--- src/rtl/mem_access_if.sv ---
// Data-bus bundle between the MEM stage (master) and the data memory/bus fabric (slave).
interface mem_access_if #(
    parameter int unsigned DATA_W = 32,
    parameter int unsigned ADDR_W = 32
);
    logic              bus_req;
    logic              bus_we;
    logic [ADDR_W-1:0] bus_addr;
    logic [DATA_W-1:0] bus_wdata;
    logic [DATA_W-1:0] bus_rdata;
    logic              bus_ack;

    modport master (
        output bus_req, bus_we, bus_addr, bus_wdata,
        input  bus_rdata, bus_ack
    );

    modport slave (
        input  bus_req, bus_we, bus_addr, bus_wdata,
        output bus_rdata, bus_ack
    );
endinterface

--- src/rtl/mem_access.sv ---
// MEM pipeline stage: runs one req/ack bus transaction per load/store, stalls upstream until done,
// and presents writeback data; misaligned word accesses and bus timeouts pulse mem_err.
module mem_access #(
    parameter int unsigned DATA_W  = 32,
    parameter int unsigned ADDR_W  = 32,
    parameter int unsigned REG_W   = 5,
    parameter int unsigned TIMEOUT = 255
) (
    input  logic              clk,
    input  logic              rst,
    input  logic [1:0]        mem_memrw,
    input  logic [ADDR_W-1:0] mem_memaddr,
    input  logic [DATA_W-1:0] mem_memdata,
    input  logic [DATA_W-1:0] mem_wdata,
    input  logic [REG_W-1:0]  mem_waddr,
    input  logic              mem_we,
    mem_access_if.master      dbus,
    output logic              stall_req,
    output logic              mem_err,
    output logic [DATA_W-1:0] wb_wdata,
    output logic [REG_W-1:0]  wb_waddr,
    output logic              wb_we
);

    localparam int unsigned CNT_W = (TIMEOUT > 1) ? $clog2(TIMEOUT) : 1;
    localparam logic [CNT_W-1:0] CNT_LAST = CNT_W'(TIMEOUT - 1);

    typedef enum logic [1:0] {StIdle, StWait, StDone} state_e;

    state_e            state_q, state_d;
    logic [CNT_W-1:0]  cnt_q, cnt_d;
    logic              err_q, err_d;
    logic              load_q, load_d;
    logic [DATA_W-1:0] rdata_q, rdata_d;
    logic              req_q, req_d;
    logic              we_q, we_d;
    logic [ADDR_W-1:0] addr_q, addr_d;
    logic [DATA_W-1:0] wdata_q, wdata_d;

    logic op_valid;
    logic is_load;
    logic stall_raw;

    assign op_valid = (mem_memrw == 2'b01) || (mem_memrw == 2'b10);
    assign is_load  = (mem_memrw == 2'b01);

    always_comb begin
        state_d   = state_q;
        cnt_d     = cnt_q;
        err_d     = err_q;
        load_d    = load_q;
        rdata_d   = rdata_q;
        req_d     = req_q;
        we_d      = we_q;
        addr_d    = addr_q;
        wdata_d   = wdata_q;
        stall_raw = 1'b0;

        case (state_q)
            StIdle: begin
                cnt_d = '0;
                err_d = 1'b0;
                if (op_valid) begin
                    stall_raw = 1'b1;
                    load_d    = is_load;
                    if (mem_memaddr[1:0] == 2'b00) begin
                        req_d   = 1'b1;
                        we_d    = ~is_load;
                        addr_d  = mem_memaddr;
                        wdata_d = mem_memdata;
                        state_d = StWait;
                    end else begin
                        // Misaligned: skip the bus, but a load must still write back zero.
                        err_d   = 1'b1;
                        rdata_d = '0;
                        state_d = StDone;
                    end
                end
            end
            StWait: begin
                stall_raw = 1'b1;
                cnt_d     = cnt_q + 1'b1;
                // Ack takes priority over a coincident timeout.
                if (dbus.bus_ack) begin
                    if (load_q) begin
                        rdata_d = dbus.bus_rdata;
                    end
                    state_d = StDone;
                end else if (cnt_q == CNT_LAST) begin
                    rdata_d = '0;
                    err_d   = 1'b1;
                    state_d = StDone;
                end
                if (state_d == StDone) begin
                    req_d   = 1'b0;
                    we_d    = 1'b0;
                    addr_d  = '0;
                    wdata_d = '0;
                end
            end
            StDone: begin
                err_d   = 1'b0;
                cnt_d   = '0;
                state_d = StIdle;
            end
            default: begin
                state_d = StIdle;
            end
        endcase
    end

    always_ff @(posedge clk or negedge rst) begin
        if (!rst) begin
            state_q <= StIdle;
            cnt_q   <= '0;
            err_q   <= 1'b0;
            load_q  <= 1'b0;
            rdata_q <= '0;
            req_q   <= 1'b0;
            we_q    <= 1'b0;
            addr_q  <= '0;
            wdata_q <= '0;
        end else begin
            state_q <= state_d;
            cnt_q   <= cnt_d;
            err_q   <= err_d;
            load_q  <= load_d;
            rdata_q <= rdata_d;
            req_q   <= req_d;
            we_q    <= we_d;
            addr_q  <= addr_d;
            wdata_q <= wdata_d;
        end
    end

    assign dbus.bus_req   = req_q;
    assign dbus.bus_we    = we_q;
    assign dbus.bus_addr  = addr_q;
    assign dbus.bus_wdata = wdata_q;

    // Gate with reset so the pipeline is released the moment reset asserts.
    assign stall_req = rst & stall_raw;
    assign wb_we     = rst & mem_we & ~stall_raw;
    assign wb_waddr  = mem_waddr;
    assign mem_err   = (state_q == StDone) & err_q;
    assign wb_wdata  = ((state_q == StDone) && load_q) ? rdata_q : mem_wdata;

endmodule

--- src/flat_wrapper.sv ---
// flat-port wrapper written by rule: the top's interface ports become plain ports
module mem_access_flat 
#(
    parameter int unsigned DATA_W  = 32,
    parameter int unsigned ADDR_W  = 32,
    parameter int unsigned REG_W   = 5,
    parameter int unsigned TIMEOUT = 255
)
  (clk, rst, mem_memrw, mem_memaddr, mem_memdata, mem_wdata, mem_waddr, mem_we, stall_req, mem_err, wb_wdata, wb_waddr, wb_we, dbus_bus_req, dbus_bus_we, dbus_bus_addr, dbus_bus_wdata, dbus_bus_rdata, dbus_bus_ack);
  mem_access_if #(.DATA_W(DATA_W), .ADDR_W(ADDR_W)) dbus_i ();
  input  logic clk;
  input  logic rst;
  input  logic [1:0] mem_memrw;
  input  logic [ADDR_W-1:0] mem_memaddr;
  input  logic [DATA_W-1:0] mem_memdata;
  input  logic [DATA_W-1:0] mem_wdata;
  input  logic [REG_W-1:0] mem_waddr;
  input  logic mem_we;
  output logic stall_req;
  output logic mem_err;
  output logic [DATA_W-1:0] wb_wdata;
  output logic [REG_W-1:0] wb_waddr;
  output logic wb_we;
  output wire logic [$bits(dbus_i.bus_req)-1:0] dbus_bus_req;
  output wire logic [$bits(dbus_i.bus_we)-1:0] dbus_bus_we;
  output wire logic [$bits(dbus_i.bus_addr)-1:0] dbus_bus_addr;
  output wire logic [$bits(dbus_i.bus_wdata)-1:0] dbus_bus_wdata;
  input wire logic [$bits(dbus_i.bus_rdata)-1:0] dbus_bus_rdata;
  input wire logic [$bits(dbus_i.bus_ack)-1:0] dbus_bus_ack;
  assign dbus_bus_req = dbus_i.bus_req;
  assign dbus_bus_we = dbus_i.bus_we;
  assign dbus_bus_addr = dbus_i.bus_addr;
  assign dbus_bus_wdata = dbus_i.bus_wdata;
  assign dbus_i.bus_rdata = dbus_bus_rdata;
  assign dbus_i.bus_ack = dbus_bus_ack;
  mem_access #(.DATA_W(DATA_W), .ADDR_W(ADDR_W), .REG_W(REG_W), .TIMEOUT(TIMEOUT)) u_core (.clk(clk), .rst(rst), .mem_memrw(mem_memrw), .mem_memaddr(mem_memaddr), .mem_memdata(mem_memdata), .mem_wdata(mem_wdata), .mem_waddr(mem_waddr), .mem_we(mem_we), .dbus(dbus_i), .stall_req(stall_req), .mem_err(mem_err), .wb_wdata(wb_wdata), .wb_waddr(wb_waddr), .wb_we(wb_we));
endmodule
--- config.mk ---
export PLATFORM = sky130hd
export DESIGN_NAME = mem_access_flat
export DESIGN_NICKNAME = d
export VERILOG_FILES = /design/src/rtl/mem_access_if.sv /design/src/rtl/mem_access.sv /design/src/flat_wrapper.sv
export SDC_FILE = /design/constraint.sdc
export NUM_CORES = 1
export LEC_CHECK = 0
export CAP_MARGIN = 20
export CORE_UTILIZATION = 40
export CTS_CLUSTER_DIAMETER = 30
export DETAILED_ROUTE_END_ITERATION = 16
export GPL_TIMING_DRIVEN = 1
export PLACE_DENSITY_LB_ADDON = 0.05
export SLEW_MARGIN = 20
export SYNTH_ARGS = -nofsm -noshare
export SYNTH_HDL_FRONTEND = slang
export SYNTH_SLANG_ARGS = --single-unit
--- constraint.sdc ---
create_clock -name clk -period 4.3 [get_ports clk]
set_input_delay 0.86 -clock clk [delete_from_list [all_inputs] [get_ports clk]]
set_output_delay 0.86 -clock clk [all_outputs]
set_load 0.02 [all_outputs]
==> results of run 1 <==
==> logic make-up after synthesis <==
logic type | after synthesis | synth area share
AOI/OAI and AO/OA | 85 | 0.142
buffers and inverters | 40 | 0.0478
adders and majority gates | 8 | 0.0196
xor gates and xnor gates | 4 | 0.00687
DFF | 110 | 0.540
and+or+nand+nor | 66 | 0.0790
muxes | 65 | 0.166
==> per-layer routing <==
layer,up-vias,part of all wire
met3,18,0.071
met5,-,0
met4,0,0.010
met2,141,0.51
li1,1828,-
met1,1921,0.41
==> cell type report <==
class / instances / area, um2 / share of cell area
sequential: 110 / 2750 / 0.353
timing repair buffer: 241 / 2400 / 0.307
inverter: 7 / 26.3 / 0.00337
multi-input combinational: 228 / 2110 / 0.270
tap: 168 / 210 / 0.0269
clock buffer: 11 / 243 / 0.0311
clock inverter: 5 / 65.1 / 0.00834
==> flip-flops by register name, indices dropped and copies added (netlist names) <==
register	flops
u_core.cnt_q	8
u_core.dbus.bus_addr	32
u_core.dbus.bus_req	1
u_core.dbus.bus_wdata	32
u_core.dbus.bus_we	1
u_core.err_q	1
u_core.load_q	1
u_core.rdata_q	32
u_core.state_q	2
==> placed cells by master, fill, tap and decap left out, types with 2 or more instances in the layout <==
cell,synthesis,final
or3_1,2,2
o21ai_0,4,4
and2_1,3,3
a22o_1,65,65
nand3_1,2,2
nand2_1,4,4
a21oi_1,5,5
clkbuf_16,0,9
xor2_1,3,3
clkdlybuf4s50_1,0,233
inv_1,7,7
ha_1,8,8
and3_1,33,33
clkinvlp_4,0,2
nor2_1,10,10
mux2_4,30,30
mux2_2,35,35
dfrtp_1,110,110
nor2b_1,3,3
buf_4,6,7
a21o_1,2,2
==> worst register-to-register path: cells and delay by family (launching register included) <==
family | cells | cell delay [ps]
simple gates | 1 | 300
mux | 1 | 330
fa+ha+maj | 1 | 180
flops | 1 | 440
compound gates | 2 | 480
buf+inv | 3 | 940
==> metrics by stage <==
stage	utilization	cell area (um2)	power, mW	worst slack (ps)	hold slack [ps]
final	0.639	7800	4.59	560	463
after global routing	0.639	7800	4.82	404	501
after detailed placement	0.614	7490	3.76	561	465
after floorplan	-	5100	2.78	1630	475
after CTS	0.639	7800	4.64	543	473
after global placement	0.614	7490	3.72	553	462
==> worst paths after layout <==
check	from	endpoint	slack, ps	cells past startpoint
setup / recovery	mem_memrw[1]	wb_we	560	7
hold / removal	rst	u_core.rdata_q[25]	460	1
setup reg to reg	u_core.state_q[1]	u_core.rdata_q[11]	1520	8
hold reg to reg	u_core.dbus.bus_req	u_core.dbus.bus_req	470	1
max in group asynchronous	rst	u_core.dbus.bus_req	2790	2
min in group clk	u_core.dbus.bus_req	u_core.dbus.bus_req	470	1
==> power by group <==
group	total, mW	switching [mW]	internal [mW]
Sequential	1.55	0.193	1.36
Combinational	2.18	1.03	1.15
Clock	0.858	0.384	0.474
Total	4.59	1.61	2.98
==> summary.md, run 1 <==
| Metric | Value |
|---|---|
| Grt total ovfl | 0 |
| Final non-filler cell total | 770 |
| Net count after synthesis | 525 |
| Synth warnings | 0 |
| DPL Wire Length | 9.78 mm |
| Nets | 744 |
| Num CTS Buffers | 9 |
| Slew Limit Fails | 0 |
| Die X | 115 um |
| Final setup vio count | 0 |
| Most numerous cell in the Yosys netlist | dfrtp_1 |
| Via count | 3908 |
| Setup tns final | 0 ps |
| Site row count | 40 |
| Vias in the first global route | 4013 |
| Clock Skews | 6.15 ps |
| First-pass GRT wire length | 21.2 mm |
| Tmin final | 3740 ps |
| Initial Utilization | 0.418 |
| Area of the core | 12200 um2 |
| Routed WL | 13.9 mm |
| CTS Sinks | 110 |
| Worst setup EP type | primary output |
| Post-synth top flop | dfrtp_1 |
| Req. time, crit path | 3440 ps |
| Max incr delay on CP | 600 ps |
| Die footprint | 13200 um2 |
| Antenna Cells | 0 |
| Top Ports | 245 |
| Max-cap violations | 0 |
| Total track usage | 0.209 |
| CTS Buffer Depth | 2 |
| Number of I/O port buffers | 234 |
| Largest area contributor in the netlist | dfrtp_1 |
| Share of the synthesized area in the top cell type | 0.540 |
| Area contributors post-synth | dfrtp_1 54%, a22o_1 11%, mux2_4 8.8%, mux2_2 7.7%, and3_1 4.0% |
| Synth cell count leaders | 110 x dfrtp_1, 65 x a22o_1, 35 x mux2_2, 33 x and3_1, 30 x mux2_4 |
| Mapped cell area | 5100 um2 |
| Filler cell count | 1028 |
| DRC errors left | 0 |
| CP Cell Sequence | clkdlybuf4s50_1, inv_1, ha_1, and2b_1, nor2_1, and3_1, clkdlybuf4s50_1 |
| GP Congestion | 0.764 |
| Period utilization | 0.870 |
| Asr flop ratio synth | 1.00 |
| Pwr dens | 588 nW/um2 |
| RSZ-0062 raised after global routing | no |
| Delay-heaviest family, CP | buffers and inverters |
| WP buf/inv | 3 |
| Slowest cell on crit path | clkdlybuf4s50_1 |
| Status | complete, no violations |
| Worst slew margin | 0.450 |
| Reg clk slew, reported paths | 70 ps |
| Met3 Use GR | 0.0580 |
| Via/cell ratio | 5.08 |
| First drt pass iteration count | 5 |
| PostCTS Resize Cnt | 0 |
| Post-Syn Instances | 378 |
| Register area share after synthesis | 0.540 |
| Tightest Hold Check Type | primary input to async pin |
| Static Leak | 3.65 nW |
| Chip height | 115 um |
| Synth cell types | 41 |
| Startpoint Class | primary input |
| Hold Buf Count CTS | 0 |
| Max H-tree Level | 3 |
| Routed len/inst | 18.0 um |
| Layout cells sized above 1 | 0.154 |
| DR iter-0 viols | 192 |
| CP arrival | 2880 ps |
| Seq cells post-synth | 110 |
| Max Fclk | 0.267 GHz |
| Post-CTS setup buffers | 0 |
| Maximum vdd drop | 257 uV |
| Antenna violations before repair | 0 |
| Top cell by count, worst path | clkdlybuf4s50_1 |
| Dpl cells | 754 |
| Number of flops mapped to enable cells by yosys | 0 |
| GRT met2 Usage | 0.373 |
| CTS tree | done |
| Tightest Pin Transition | 824 ps |
| Crit path kind | primary input to primary output |
| Area Growth Syn to Fin | 53.0% |
| Top Usage Layer GRT | met2 |
| Root buffer cell | clkbuf_16 |
| Hold Vio Cnt, Final | 0 |
| Antenna-violating nets left | 0 |
| Global Route met1 Usage | 0.249 |
| Worst-path fanout max | 6 |
| Largest net degree at the start of global routing | 80 |
| Worst-Skew Late Latency | 350 ps |
| Synth Area per Inst | 13.5 um2 |
Note: power is estimated with default switching activity, not from simulation.
==> run 2, diff against run 1 <==
--- a/config.mk
+++ b/config.mk
@@ -10,7 +10,8 @@
 export CTS_CLUSTER_DIAMETER = 30
 export DETAILED_ROUTE_END_ITERATION = 16
 export GPL_TIMING_DRIVEN = 1
-export PLACE_DENSITY_LB_ADDON = 0.05
+export PLACE_DENSITY = 0.79
+export REMOVE_ABC_BUFFERS = 1
 export SLEW_MARGIN = 20
 export SYNTH_ARGS = -nofsm -noshare
 export SYNTH_HDL_FRONTEND = slang
==> summary.md, run 2 (same netlist as run 1, synthesis figures left out) <==
| Metric | Value |
|---|---|
| GRT met2 Usage | 0.376 (was 0.373) |
| Dpl cells | 755 (was 754) |
| Max-cap violations | 0 (unchanged) |
| Power Total | 4.72 mW (was 4.59 mW) |
| Design area | 7860 um2 (was 7800 um2) |
| Reg2reg end | u_core.rdata_q[14] (was u_core.rdata_q[11]) |
| Area Growth Syn to Fin | 54.0% (was 53.0%) |
| Startpoint of the worst hold path | u_core.dbus.bus_req |
| Top Ports | 245 (unchanged) |
| Chip height | 115 um (unchanged) |
| Global Route met1 Usage | 0.259 (was 0.249) |
| DR iter-0 viols | 196 (was 192) |
| Hold slack | 493 ps (was 463 ps) |
| Hold Buf Count CTS | 0 (unchanged) |
| Layout cells sized above 1 | 0.158 (was 0.154) |
| Final non-filler cell total | 772 (was 770) |
| DPL Wire Length | 9.97 mm (was 9.78 mm) |
| FF-to-FF setup slack | 1400 ps (was 1520 ps) |
| Most common cell after layout, fill and taps aside | clkdlybuf4s50_1 (unchanged) |
| Tightest Hold Check Type | register to register (was primary input to async pin) |
| Max H-tree Level | 3 (unchanged) |
| Max Fclk | 0.271 GHz (was 0.267 GHz) |
| Clock Skews | 6.42 ps (was 6.15 ps) |
| Via/cell ratio | 5.12 (was 5.08) |
| Worst slack at placement | 623 ps (was 561 ps) |
| PostCTS Resize Cnt | 0 (unchanged) |
| Number of I/O port buffers | 234 (unchanged) |
| Startpoint Class | primary input (unchanged) |
| Initial Utilization | 0.418 (unchanged) |
| Nets | 745 (was 744) |
| Slew Limit Fails | 0 (unchanged) |
| Area of the core | 12200 um2 (unchanged) |
| DRC errors left | 0 (unchanged) |
| Period utilization | 0.860 (was 0.870) |
| Worst slew margin | 0.293 (was 0.450) |
| CTS Sinks | 110 (unchanged) |
| Req. time, crit path | 3440 ps (about the same) |
| First drt pass iteration count | 6 (was 5) |
| RSZ-0062 raised after global routing | no (unchanged) |
| Dpl cell area | 7500 um2 (was 7490 um2) |
| Num CTS Buffers | 9 (unchanged) |
| Commonest non-fill, non-tap cells in the layout | 233 x clkdlybuf4s50_1, 110 x dfrtp_1, 65 x a22o_1 (unchanged) |
| Total track usage | 0.218 (was 0.209) |
| Final setup vio count | 0 (unchanged) |
| Worst-Skew Late Latency | 360 ps (was 350 ps) |
| Worst Setup Slack, final | 604 ps (was 560 ps) |
| Antenna violations before repair | 1 (was 0) |
| Routed len/inst | 18.3 um (was 18.0 um) |
| Filler cell count | 967 (was 1028) |
| CP arrival | 2840 ps (was 2880 ps) |
| CTS tree | done (unchanged) |
| Grt total ovfl | 0 (unchanged) |
| FF-to-FF path depth | 8 (unchanged) |
| Worst-path fanout max | 6 (unchanged) |
| Maximum vdd drop | 313 uV (was 257 uV) |
| Site row count | 40 (unchanged) |
| CTS Buffer Depth | 2 (unchanged) |
| First-pass GRT wire length | 21.9 mm (was 21.2 mm) |
| Routed WL | 14.1 mm (was 13.9 mm) |
| Pwr dens | 601 nW/um2 (was 588 nW/um2) |
| Post-CTS setup buffers | 0 (unchanged) |
| Largest net degree at the start of global routing | 66 (was 80) |
| Die X | 115 um (unchanged) |
| GP Congestion | 0.817 (was 0.764) |
| Met3 Use GR | 0.0611 (was 0.0580) |
| Hold Vio Cnt, Final | 0 (unchanged) |
| Reg clk slew, reported paths | 70 ps (about the same) |
| Die footprint | 13200 um2 (unchanged) |
| Top Usage Layer GRT | met2 (unchanged) |
| Tmin final | 3700 ps (was 3740 ps) |
| Worst Hold End | u_core.dbus.bus_req |
| Hold Path Depth | 1 |
| Tightest Pin Transition | 1060 ps (was 824 ps) |
| Status | complete, no violations (unchanged) |
| Crit path kind | primary input to primary output (unchanged) |
| Via count | 3955 (was 3908) |
| Static Leak | 3.68 nW (was 3.65 nW) |
| Worst setup EP type | primary output (unchanged) |
| R2r startpoint | u_core.state_q[1] (unchanged) |
| Root buffer cell | clkbuf_16 (unchanged) |
| Antenna-violating nets left | 0 (unchanged) |
| Vias in the first global route | 4199 (was 4013) |
## run 2: cell count changes in the layout (fill, tap and decap cells not counted), sizes merged
cell,delta
bufinv,+2
clkbuf,-2
clkinvlp,-2
buf,+1
clkinv,+1
diode,+1
inv,+1
## run 2: how the worst max path moves through the flow
stage	start	to	cells after the start
6_report	mem_memrw[1]	wb_we	7
3_5_place_dp	mem_memrw[1]	wb_we	7
5_1_grt	mem_memrw[1]	wb_we	7
2_1_floorplan	mem_memrw[1]	u_core.dbus.bus_addr[0]	6
4_1_cts	mem_memrw[1]	wb_we	7
3_3_place_gp	mem_memrw[1]	wb_we	7
## run 2: cell type report
type	count	area [um2]	share of cell area
clock inverter	7	128	0.0162
antenna	1	2.50	0.000319
tap	168	210	0.0268
multi-input combinational	228	2110	0.269
sequential	110	2750	0.350
timing repair buffer	242	2400	0.306
inverter	7	26.3	0.00335
clock buffer	9	225	0.0287
## run 2: worst max-delay path, stage by stage
cell	delay, ps
clkdlybuf4s50_1	450
inv_1	40
ha_1	360
and2b_1	230
nor2_1	130
and3_1	170
clkdlybuf4s50_1	590
## run 2: through the flow
stage                util  TNS [ps]
global placement    0.614         0
CTS                 0.643         0
global route        0.643         0
finish              0.643         0
detailed placement  0.614         0
floorplan               -   -105730
## run 2: metal layers
metal / wire [um] / vias up
met5: 0 / -
met3: 828 / 20
met4: 309 / 0
met2: 7250 / 137
met1: 5720 / 1957
li1: - / 1841
## run 2: power breakdown
| group | leakage [nW] | switching [mW] | internal, mW |
|---|---|---|---|
| combinational | 2.08 | 1.04 | 1.15 |
| sequential | 1.43 | 0.197 | 1.36 |
| clock | 0.173 | 0.398 | 0.579 |
| total | 3.68 | 1.63 | 3.09 |
